## src/rtl/seg7_scan_mux_pkg.sv

```systemverilog
`default_nettype none
// +--------------------------------------------------------------------+
// | Module   : seg7_pkg                                                |
// | Purpose  : Shared glyph constants, segment encoder, conversion FSM |
// |            state type and power-of-ten helper for seg7_scan_mux.   |
// | Revision : 1.0 - initial release                                   |
// +--------------------------------------------------------------------+
package seg7_pkg;

   // Segment order is {G,F,E,D,C,B,A}, active-high before pin polarity
   localparam logic [6:0] SEG_0     = 7'h3F;
   localparam logic [6:0] SEG_1     = 7'h06;
   localparam logic [6:0] SEG_2     = 7'h5B;
   localparam logic [6:0] SEG_3     = 7'h4F;
   localparam logic [6:0] SEG_4     = 7'h66;
   localparam logic [6:0] SEG_5     = 7'h6D;
   localparam logic [6:0] SEG_6     = 7'h7D;
   localparam logic [6:0] SEG_7     = 7'h07;
   localparam logic [6:0] SEG_8     = 7'h7F;
   localparam logic [6:0] SEG_9     = 7'h6F;
   localparam logic [6:0] SEG_DASH  = 7'h40;
   localparam logic [6:0] SEG_BLANK = 7'h00;

   typedef enum logic [1:0] {
      IDLE   = 2'd0,
      SHIFT  = 2'd1,
      COMMIT = 2'd2
   } conv_state_t;

   // Decimal digit to glyph; non-decimal BCD codes render blank
   function automatic logic [6:0] seg7_encode(input logic [3:0] d);
      case (d)
         4'd0:    return SEG_0;
         4'd1:    return SEG_1;
         4'd2:    return SEG_2;
         4'd3:    return SEG_3;
         4'd4:    return SEG_4;
         4'd5:    return SEG_5;
         4'd6:    return SEG_6;
         4'd7:    return SEG_7;
         4'd8:    return SEG_8;
         4'd9:    return SEG_9;
         default: return SEG_BLANK;
      endcase
   endfunction

   // 10^n as a 32-bit constant; n is at most 8 so the result always fits
   function automatic logic [31:0] pow10(input int n);
      logic [31:0] r;
      r = 32'd1;
      for (int k = 0; k < n; k++) begin
         r = r * 32'd10;
      end
      return r;
   endfunction

endpackage
`default_nettype wire

```

## src/rtl/seg7_scan_mux_if.sv

```systemverilog
`default_nettype none
// +--------------------------------------------------------------------+
// | Module   : seg7_scan_mux_if                                        |
// | Purpose  : Load/busy handshake plus display pins of seg7_scan_mux. |
// |            master = value producer, slave = display driver.        |
// | Revision : 1.0 - initial release                                   |
// +--------------------------------------------------------------------+
interface seg7_scan_mux_if #(
   parameter int W = 16,
   parameter int N = 4
);
   logic [W-1:0] value;
   logic         load;
   logic         busy;
   logic         overflow;
   logic [N-1:0] an;
   logic [6:0]   seg;

   modport master (output value, load, input busy, overflow, an, seg);
   modport slave  (input value, load, output busy, overflow, an, seg);
endinterface
`default_nettype wire

```

## src/rtl/seg7_scan_mux_bin2bcd.sv

```systemverilog
`default_nettype none
// +--------------------------------------------------------------------+
// | Module   : bin2bcd_seq                                             |
// | Purpose  : Sequential double-dabble converter, one bit per cycle.  |
// |            IDLE -> SHIFT (W cycles) -> COMMIT (done=1) -> IDLE.    |
// | Revision : 1.0 - initial release                                   |
// +--------------------------------------------------------------------+
module bin2bcd_seq
   import seg7_pkg::*;
#(
   parameter int W  = 16,
   parameter int ND = 4
) (
   input  logic            clk,
   input  logic            rst,
   input  logic            start,
   input  logic [W-1:0]    bin,
   output logic            done,
   output logic [4*ND-1:0] bcd
);
   localparam int CNT_W = $clog2(W + 1);

   conv_state_t        state_q, state_d;
   logic [CNT_W-1:0]   cnt_q, cnt_d;
   logic [4*ND+W-1:0]  sh_q, sh_d;
   logic [4*ND-1:0]    adj;

   // Add-3 correction per nibble. Carries only move upward, so keeping
   // just ND nibbles leaves the low ND digits exact even when the
   // binary value has more decimal digits than ND.
   for (genvar g = 0; g < ND; g++) begin : g_adj
      logic [3:0] nib;
      assign nib            = sh_q[W + 4*g +: 4];
      assign adj[4*g +: 4]  = (nib >= 4'd5) ? (nib + 4'd3) : nib;
   end

   assign bcd = sh_q[W +: 4*ND];

   // State, shift counter and double-dabble register
   always_ff @(posedge clk or posedge rst) begin
      if (rst) begin
         state_q <= IDLE;
         cnt_q   <= '0;
         sh_q    <= '0;
      end else begin
         state_q <= state_d;
         cnt_q   <= cnt_d;
         sh_q    <= sh_d;
      end
   end

   // Next state: latch on start, W correct-and-shift steps, one done cycle
   always_comb begin
      state_d = state_q;
      cnt_d   = cnt_q;
      sh_d    = sh_q;
      done    = 1'b0;
      case (state_q)
         IDLE: begin
            if (start) begin
               sh_d    = {{(4*ND){1'b0}}, bin};
               cnt_d   = '0;
               state_d = SHIFT;
            end
         end
         SHIFT: begin
            sh_d  = {adj[4*ND-2:0], sh_q[W-1:0], 1'b0};
            cnt_d = cnt_q + 1'b1;
            if (cnt_q == CNT_W'(W - 1)) begin
               state_d = COMMIT;
            end
         end
         COMMIT: begin
            done    = 1'b1;
            state_d = IDLE;
         end
         default: state_d = IDLE;
      endcase
   end

endmodule
`default_nettype wire

```

## src/rtl/seg7_scan_mux.sv

```systemverilog
`default_nettype none
// +--------------------------------------------------------------------+
// | Module   : seg7_scan_mux                                           |
// | Purpose  : Binary-to-BCD load handshake, atomic display register,  |
// |            N-digit multiplexed 7-segment scan with blanking,       |
// |            overflow dashes and selectable pin polarity.            |
// | Revision : 1.0 - initial release                                   |
// +--------------------------------------------------------------------+
module seg7_scan_mux
   import seg7_pkg::*;
#(
   parameter int W          = 16,
   parameter int N          = 4,
   parameter int PRESCALE   = 50000,
   parameter int BLANK_LZ   = 1,
   parameter int ACTIVE_LOW = 0
) (
   input  logic           clk,
   input  logic           rst,
   seg7_scan_mux_if.slave bus
);
   localparam int          IDX_W     = (N > 1) ? $clog2(N) : 1;
   localparam int          NSLOT     = 1 << IDX_W;
   localparam int          PRE_W     = $clog2(PRESCALE);
   localparam logic [31:0] OVF_LIMIT = pow10(N);

   logic             busy_q;
   logic [W-1:0]     value_q;
   logic             accept;
   logic             conv_done;
   logic [4*N-1:0]   conv_bcd;
   logic [4*N-1:0]   disp_q;
   logic             ovf_q;
   logic [PRE_W-1:0] presc_q;
   logic             tick_q;
   logic [IDX_W-1:0] idx_q;
   logic [N-1:0]     an_q;
   logic [6:0]       seg_q;
   logic [6:0]       glyph [NSLOT];

   assign accept = bus.load & ~busy_q;

   bin2bcd_seq #(
      .W  (W),
      .ND (N)
   ) u_bin2bcd (
      .clk   (clk),
      .rst   (rst),
      .start (accept),
      .bin   (bus.value),
      .done  (conv_done),
      .bcd   (conv_bcd)
   );

   // Handshake: busy rises on the accepting edge, falls on the commit edge
   always_ff @(posedge clk or posedge rst) begin
      if (rst) begin
         busy_q  <= 1'b0;
         value_q <= '0;
      end else if (accept) begin
         busy_q  <= 1'b1;
         value_q <= bus.value;
      end else if (conv_done) begin
         busy_q  <= 1'b0;
      end
   end

   // Display register: digits and overflow flag change together at commit only
   always_ff @(posedge clk or posedge rst) begin
      if (rst) begin
         disp_q <= '0;
         ovf_q  <= 1'b0;
      end else if (conv_done) begin
         disp_q <= conv_bcd;
         ovf_q  <= (32'(value_q) >= OVF_LIMIT);
      end
   end

   // Prescaler wraps at PRESCALE-1; tick_q is the registered wrap strobe
   always_ff @(posedge clk or posedge rst) begin
      if (rst) begin
         presc_q <= '0;
         tick_q  <= 1'b0;
      end else if (presc_q == PRE_W'(PRESCALE - 1)) begin
         presc_q <= '0;
         tick_q  <= 1'b1;
      end else begin
         presc_q <= presc_q + 1'b1;
         tick_q  <= 1'b0;
      end
   end

   // Per-digit glyph: dash on overflow, blank for leading zeros above ones
   for (genvar i = 0; i < NSLOT; i++) begin : g_digit
      if (i >= N) begin : g_pad
         assign glyph[i] = SEG_BLANK;
      end else if (i == 0) begin : g_ones
         assign glyph[i] = ovf_q ? SEG_DASH : seg7_encode(disp_q[3:0]);
      end else begin : g_upper
         logic lead_zero;
         assign lead_zero = (BLANK_LZ != 0) && (disp_q[4*N-1:4*i] == '0);
         assign glyph[i]  = ovf_q     ? SEG_DASH  :
                            lead_zero ? SEG_BLANK :
                                        seg7_encode(disp_q[4*i +: 4]);
      end
   end

   // Scan: enable and segments load together from the current index, then index advances
   always_ff @(posedge clk or posedge rst) begin
      if (rst) begin
         idx_q <= '0;
         an_q  <= '0;
         seg_q <= '0;
      end else if (tick_q) begin
         an_q  <= N'(1) << idx_q;
         seg_q <= glyph[idx_q];
         if (idx_q == IDX_W'(N - 1)) begin
            idx_q <= '0;
         end else begin
            idx_q <= idx_q + 1'b1;
         end
      end
   end

   assign bus.busy     = busy_q;
   assign bus.overflow = ovf_q;
   assign bus.an       = (ACTIVE_LOW != 0) ? ~an_q  : an_q;
   assign bus.seg      = (ACTIVE_LOW != 0) ? ~seg_q : seg_q;

endmodule
`default_nettype wire
```

## src/flat_wrapper.sv

```systemverilog
// flat-port wrapper written by rule: the top's interface ports become plain ports
module seg7_scan_mux_flat import seg7_pkg::*;
#(
   parameter int W          = 16,
   parameter int N          = 4,
   parameter int PRESCALE   = 50000,
   parameter int BLANK_LZ   = 1,
   parameter int ACTIVE_LOW = 0
)
  (clk, rst, bus_value, bus_load, bus_busy, bus_overflow, bus_an, bus_seg);
  seg7_scan_mux_if #(.W(W), .N(N)) bus_i ();
  input  logic clk;
  input  logic rst;
  input wire logic [$bits(bus_i.value)-1:0] bus_value;
  input wire logic [$bits(bus_i.load)-1:0] bus_load;
  output wire logic [$bits(bus_i.busy)-1:0] bus_busy;
  output wire logic [$bits(bus_i.overflow)-1:0] bus_overflow;
  output wire logic [$bits(bus_i.an)-1:0] bus_an;
  output wire logic [$bits(bus_i.seg)-1:0] bus_seg;
  assign bus_i.value = bus_value;
  assign bus_i.load = bus_load;
  assign bus_busy = bus_i.busy;
  assign bus_overflow = bus_i.overflow;
  assign bus_an = bus_i.an;
  assign bus_seg = bus_i.seg;
  seg7_scan_mux #(.W(W), .N(N), .PRESCALE(PRESCALE), .BLANK_LZ(BLANK_LZ), .ACTIVE_LOW(ACTIVE_LOW)) u_core (.clk(clk), .rst(rst), .bus(bus_i));
endmodule
```

## config.mk

```make
export PLATFORM = sky130hd
export DESIGN_NAME = seg7_scan_mux_flat
export DESIGN_NICKNAME = d
export VERILOG_FILES = /design/src/rtl/seg7_scan_mux_pkg.sv /design/src/rtl/seg7_scan_mux_if.sv /design/src/rtl/seg7_scan_mux_bin2bcd.sv /design/src/rtl/seg7_scan_mux.sv /design/src/flat_wrapper.sv
export SDC_FILE = /design/constraint.sdc
export NUM_CORES = 1
export LEC_CHECK = 0
export ABC_AREA = 0
export BUFFER_PORTS_ARGS = -buffer_cell sky130_fd_sc_hd__buf_4
export CORE_ASPECT_RATIO = 0.9
export CORE_MARGIN = 2
export CORE_UTILIZATION = 24
export DETAILED_ROUTE_END_ITERATION = 16
export GPL_TIMING_DRIVEN = 0
export HOLD_SLACK_MARGIN = 0.08
export PLACE_DENSITY = 0.48
export SLEW_MARGIN = 10
export SYNTH_ARGS = -nofsm -noshare
export SYNTH_HDL_FRONTEND = slang
export SYNTH_SLANG_ARGS = --single-unit
```

## constraint.sdc

```tcl
create_clock -name clk -period 3.7 [get_ports clk]
set_clock_uncertainty 0.05 [all_clocks]
set_input_delay 1.11 -clock clk [delete_from_list [all_inputs] [get_ports clk]]
set_output_delay 1.11 -clock clk [all_outputs]
set_load 0.005 [all_outputs]
```

==> metrics.yaml <==
pwr:
  fin_total_pwr_mw: 3.70
  powerDensity_nw_per_um2: 585
  irDropWorstVdd_v: 0.000238
  p_leak_nw: 2.86
sta:
  rsz0062_at_grt: "no"
  period_needed_ps: 2340
  maxSlewViolCount: 0
  hold_viol_final: 0
  setup_viol_count_final: 0
  post-route-period-util_pct: 63.3
  tightest_slew_ps: 584
  slew_headroom_pct: 61.0
  fmax_ghz: 0.427
  fin_setup_tns_ps: 0
worst_setup_path:
  cp_top_family: "buffers and inverters"
  cp_num_buf_inv: 3
  crit_path_cell_trace: "buf_4 -> nor2b_1 -> buf_2 -> o21bai_2 -> clkbuf_1 -> o21ai_0 -> nand2_1"
  start_kind: "primary input"
  cp_slowest_stage_delay_ps: 470
  cp.required_ps: 3940
  crit_fanout: 10
  endpoint_kind: "flip-flop"
  crit_slowest_cell: "clkbuf_1"
  crit_type: "in2reg"
  cp.arrival_ps: 2580
route:
  ant_nets: 0
  drc: 0
  drt-vias-per-instance: 4.33
  drt-pass1-iter-count: 5
  drt-initial-drc-count: 196
  wl_per_cell_um: 12.9
  wl_um: 12000
  num_vias: 4032
cells_and_area:
  antenna_cells: 0
  final_cell_area_um2: 6320
  final_util_pct: 29.1
  layout.nets: 690
  drive_above_1_share_pct: 12.5
  area_growth_syn_to_layout_pct: 18.2
place:
  gp_congestion: 0.748
  portBuffers: 31
  place_hpwl_um: 8800
  post_dp_cell_area_um2: 6010
clock_tree:
  cts_root_buffer: "clkbuf_16"
  htreeDepth: 3
  clockBufferDepth: 2
  clkTransAtPathRegs_ps: 80
  cts_tree: "built"
  clock-sinks: 99
  cts_inserted_buffers: 9
  ctsHoldBuffers: 0
  cts_resized: 0
  clock_latency_ps: 360
  post-cts-setup-buffers: 0
flow_run:
  maxCapViolations: 0
floorplanning:
  rows: 51
  fp.dieH_um: 146
  die_width_um: 161
  core_um2: 21800
  ios: 32
  initial_core_util_pct: 24.6
  die_area_um2: 23500
global_route:
  grt.total_usage_pct: 10.7
  antenna_found_initial: 0
  grt_max_degree: 33
  grt-ovfl-total: 0
  grt_pass1_wl_um: 20600
  grt_pass1_vias: 4010
hold_path:
  hold_path_class: "reg2reg"
synthesis:
  synth_ff_type: "dfrtp_1"
  synthCells: 591
  synth_seq_cells: 99
  async_flop_share_pct: 100
  synth_edf_count: 0
  syn_avg_cell_area_um2: 9.06
  syn_area_um2: 5350
  syn_nets: 645
  synth_seq_area_share_pct: 46.3
  ys_warn_count: 0
  ys_types: 55
outcome:
  outcome: "completed"
==> layout make-up <==
class,count,area (um^2)
tap,291,364
fill,2321,15400
timing repair buffer,34,293
sequential,99,2480
inverter,31,120
clock buffer,9,225
multi-input combinational,431,2630
buffer,30,130
clock inverter,7,86.3
==> metrics by stage <==
stage / cells / hold slack (ps) / worst slack, ps
after floorplan: 591 / 395 / 1360
final: 932 / 432 / 1360
after detailed placement: 916 / 414 / 951
after global placement: 913 / 411 / 481
after CTS: 932 / 437 / 1320
after global routing: 932 / 449 / 1170
==> kinds of logic after synthesis <==
kind of cell    share of synthesized area (%)
xor+xnor                                 3.27
simple gates                             19.8
buf+inv                                  4.61
flops                                    46.3
mux                                      3.46
fa+ha+maj                                8.18
compound gates                           14.4
==> state kept, by name, indices dropped and copies added (netlist names) <==
name and count:
u_core.bus.an 4, u_core.idx_q 2, u_core.tick_q 1, u_core.bus.overflow 1
u_core.value_q 12, u_core.u_bin2bcd.cnt_q 5, u_core.u_bin2bcd.state_q 2, u_core.u_bin2bcd.sh_q 32
u_core.bus.seg 7, u_core.disp_q 16, u_core.presc_q 16, u_core.bus.busy 1
==> path summary, 6_finish.rpt <==
kind | end | slack (ps) | depth (start not counted) | from
min in group asynchronous | u_core.disp_q[14]$_DFFE_PP0P_ | 770 | 2 | rst
setup reg to reg | u_core.bus.seg[0]$_DFFE_PP0P_ | 1570 | 7 | u_core.disp_q[13]$_DFFE_PP0P_
hold / removal | u_core.u_bin2bcd.sh_q[13]$_DFFE_PP0P_ | 430 | 2 | u_core.u_bin2bcd.sh_q[13]$_DFFE_PP0P_
max in group asynchronous | u_core.presc_q[5]$_DFF_PP0_ | 2090 | 4 | rst
hold reg to reg | u_core.u_bin2bcd.sh_q[13]$_DFFE_PP0P_ | 430 | 2 | u_core.u_bin2bcd.sh_q[13]$_DFFE_PP0P_
setup / recovery | u_core.u_bin2bcd.sh_q[31]$_DFFE_PP0P_ | 1360 | 7 | bus_load
==> cell usage after synthesis, types with 2 or more instances <==
cell type / instances / area, um^2
dfrtp_1: 99 / 2480
nand2_1: 98 / 368
o21ai_0: 66 / 330
nor2_1: 44 / 165
a21oi_1: 37 / 185
ha_1: 35 / 438
inv_1: 31 / 116
clkbuf_1: 19 / 71.3
nand3_1: 18 / 90.1
nand2b_1: 17 / 106
mux2_2: 12 / 135
xnor2_1: 11 / 96.3
nor3_1: 10 / 50.1
xor2_1: 9 / 78.8
buf_2: 8 / 40.0
and3_1: 6 / 37.5
nor2b_1: 6 / 37.5
mux2i_1: 5 / 50.1
or3_1: 5 / 31.3
a22o_1: 4 / 35.0
a31oi_1: 3 / 18.8
nand4_1: 3 / 18.8
nor3b_1: 3 / 22.5
nor4_1: 3 / 18.8
o211ai_1: 3 / 22.5
a211oi_1: 2 / 15.0
a21o_1: 2 / 15.0
a311oi_1: 2 / 17.5
buf_1: 2 / 7.51
o2111ai_1: 2 / 17.5
o21a_1: 2 / 15.0
==> layer usage <==
layer  wire (um)  vias up  GRT usage (%)
li1            -     2093              -
met1        6570     1879           16.2
met2        4960       54           15.2
met3         422        6           3.08
met4          91        0           2.01
met5           0        -              0
==> power by group <==
part	switching, mW	total (mW)	internal (mW)
logic	0.719	1.20	0.485
registers	0.192	1.52	1.33
clock network	0.488	0.977	0.488
total	1.40	3.70	2.30
==> placed cells by master, fill, tap and decap left out, drive strengths merged, types with 3 or more instances in the layout <==
master  synthesis  routed
a31oi           3       3
clkbuf         19      28
nand2          98      98
and3            6       6
nand4           3       3
dfrtp          99      99
a21oi          37      37
nand3          18      18
o21ai          67      67
nor3           10      10
mux2i           5       5
buf            11      45
nor3b           3       3
nand2b         17      17
ha             35      35
xnor2          11      11
or3             6       6
mux2           12      12
nor4            3       3
xor2            9       9
o211ai          3       3
a22o            4       4
nor2b           6       6
nor2           45      45
inv            31      34
clkinv          0       3
==> worst min-delay path, stage by stage (launching register included) <==
cell and delay, ps:
dfrtp_1 350, nand2_1 40, o21ai_0 60
Note: power is estimated with default switching activity, not from simulation.
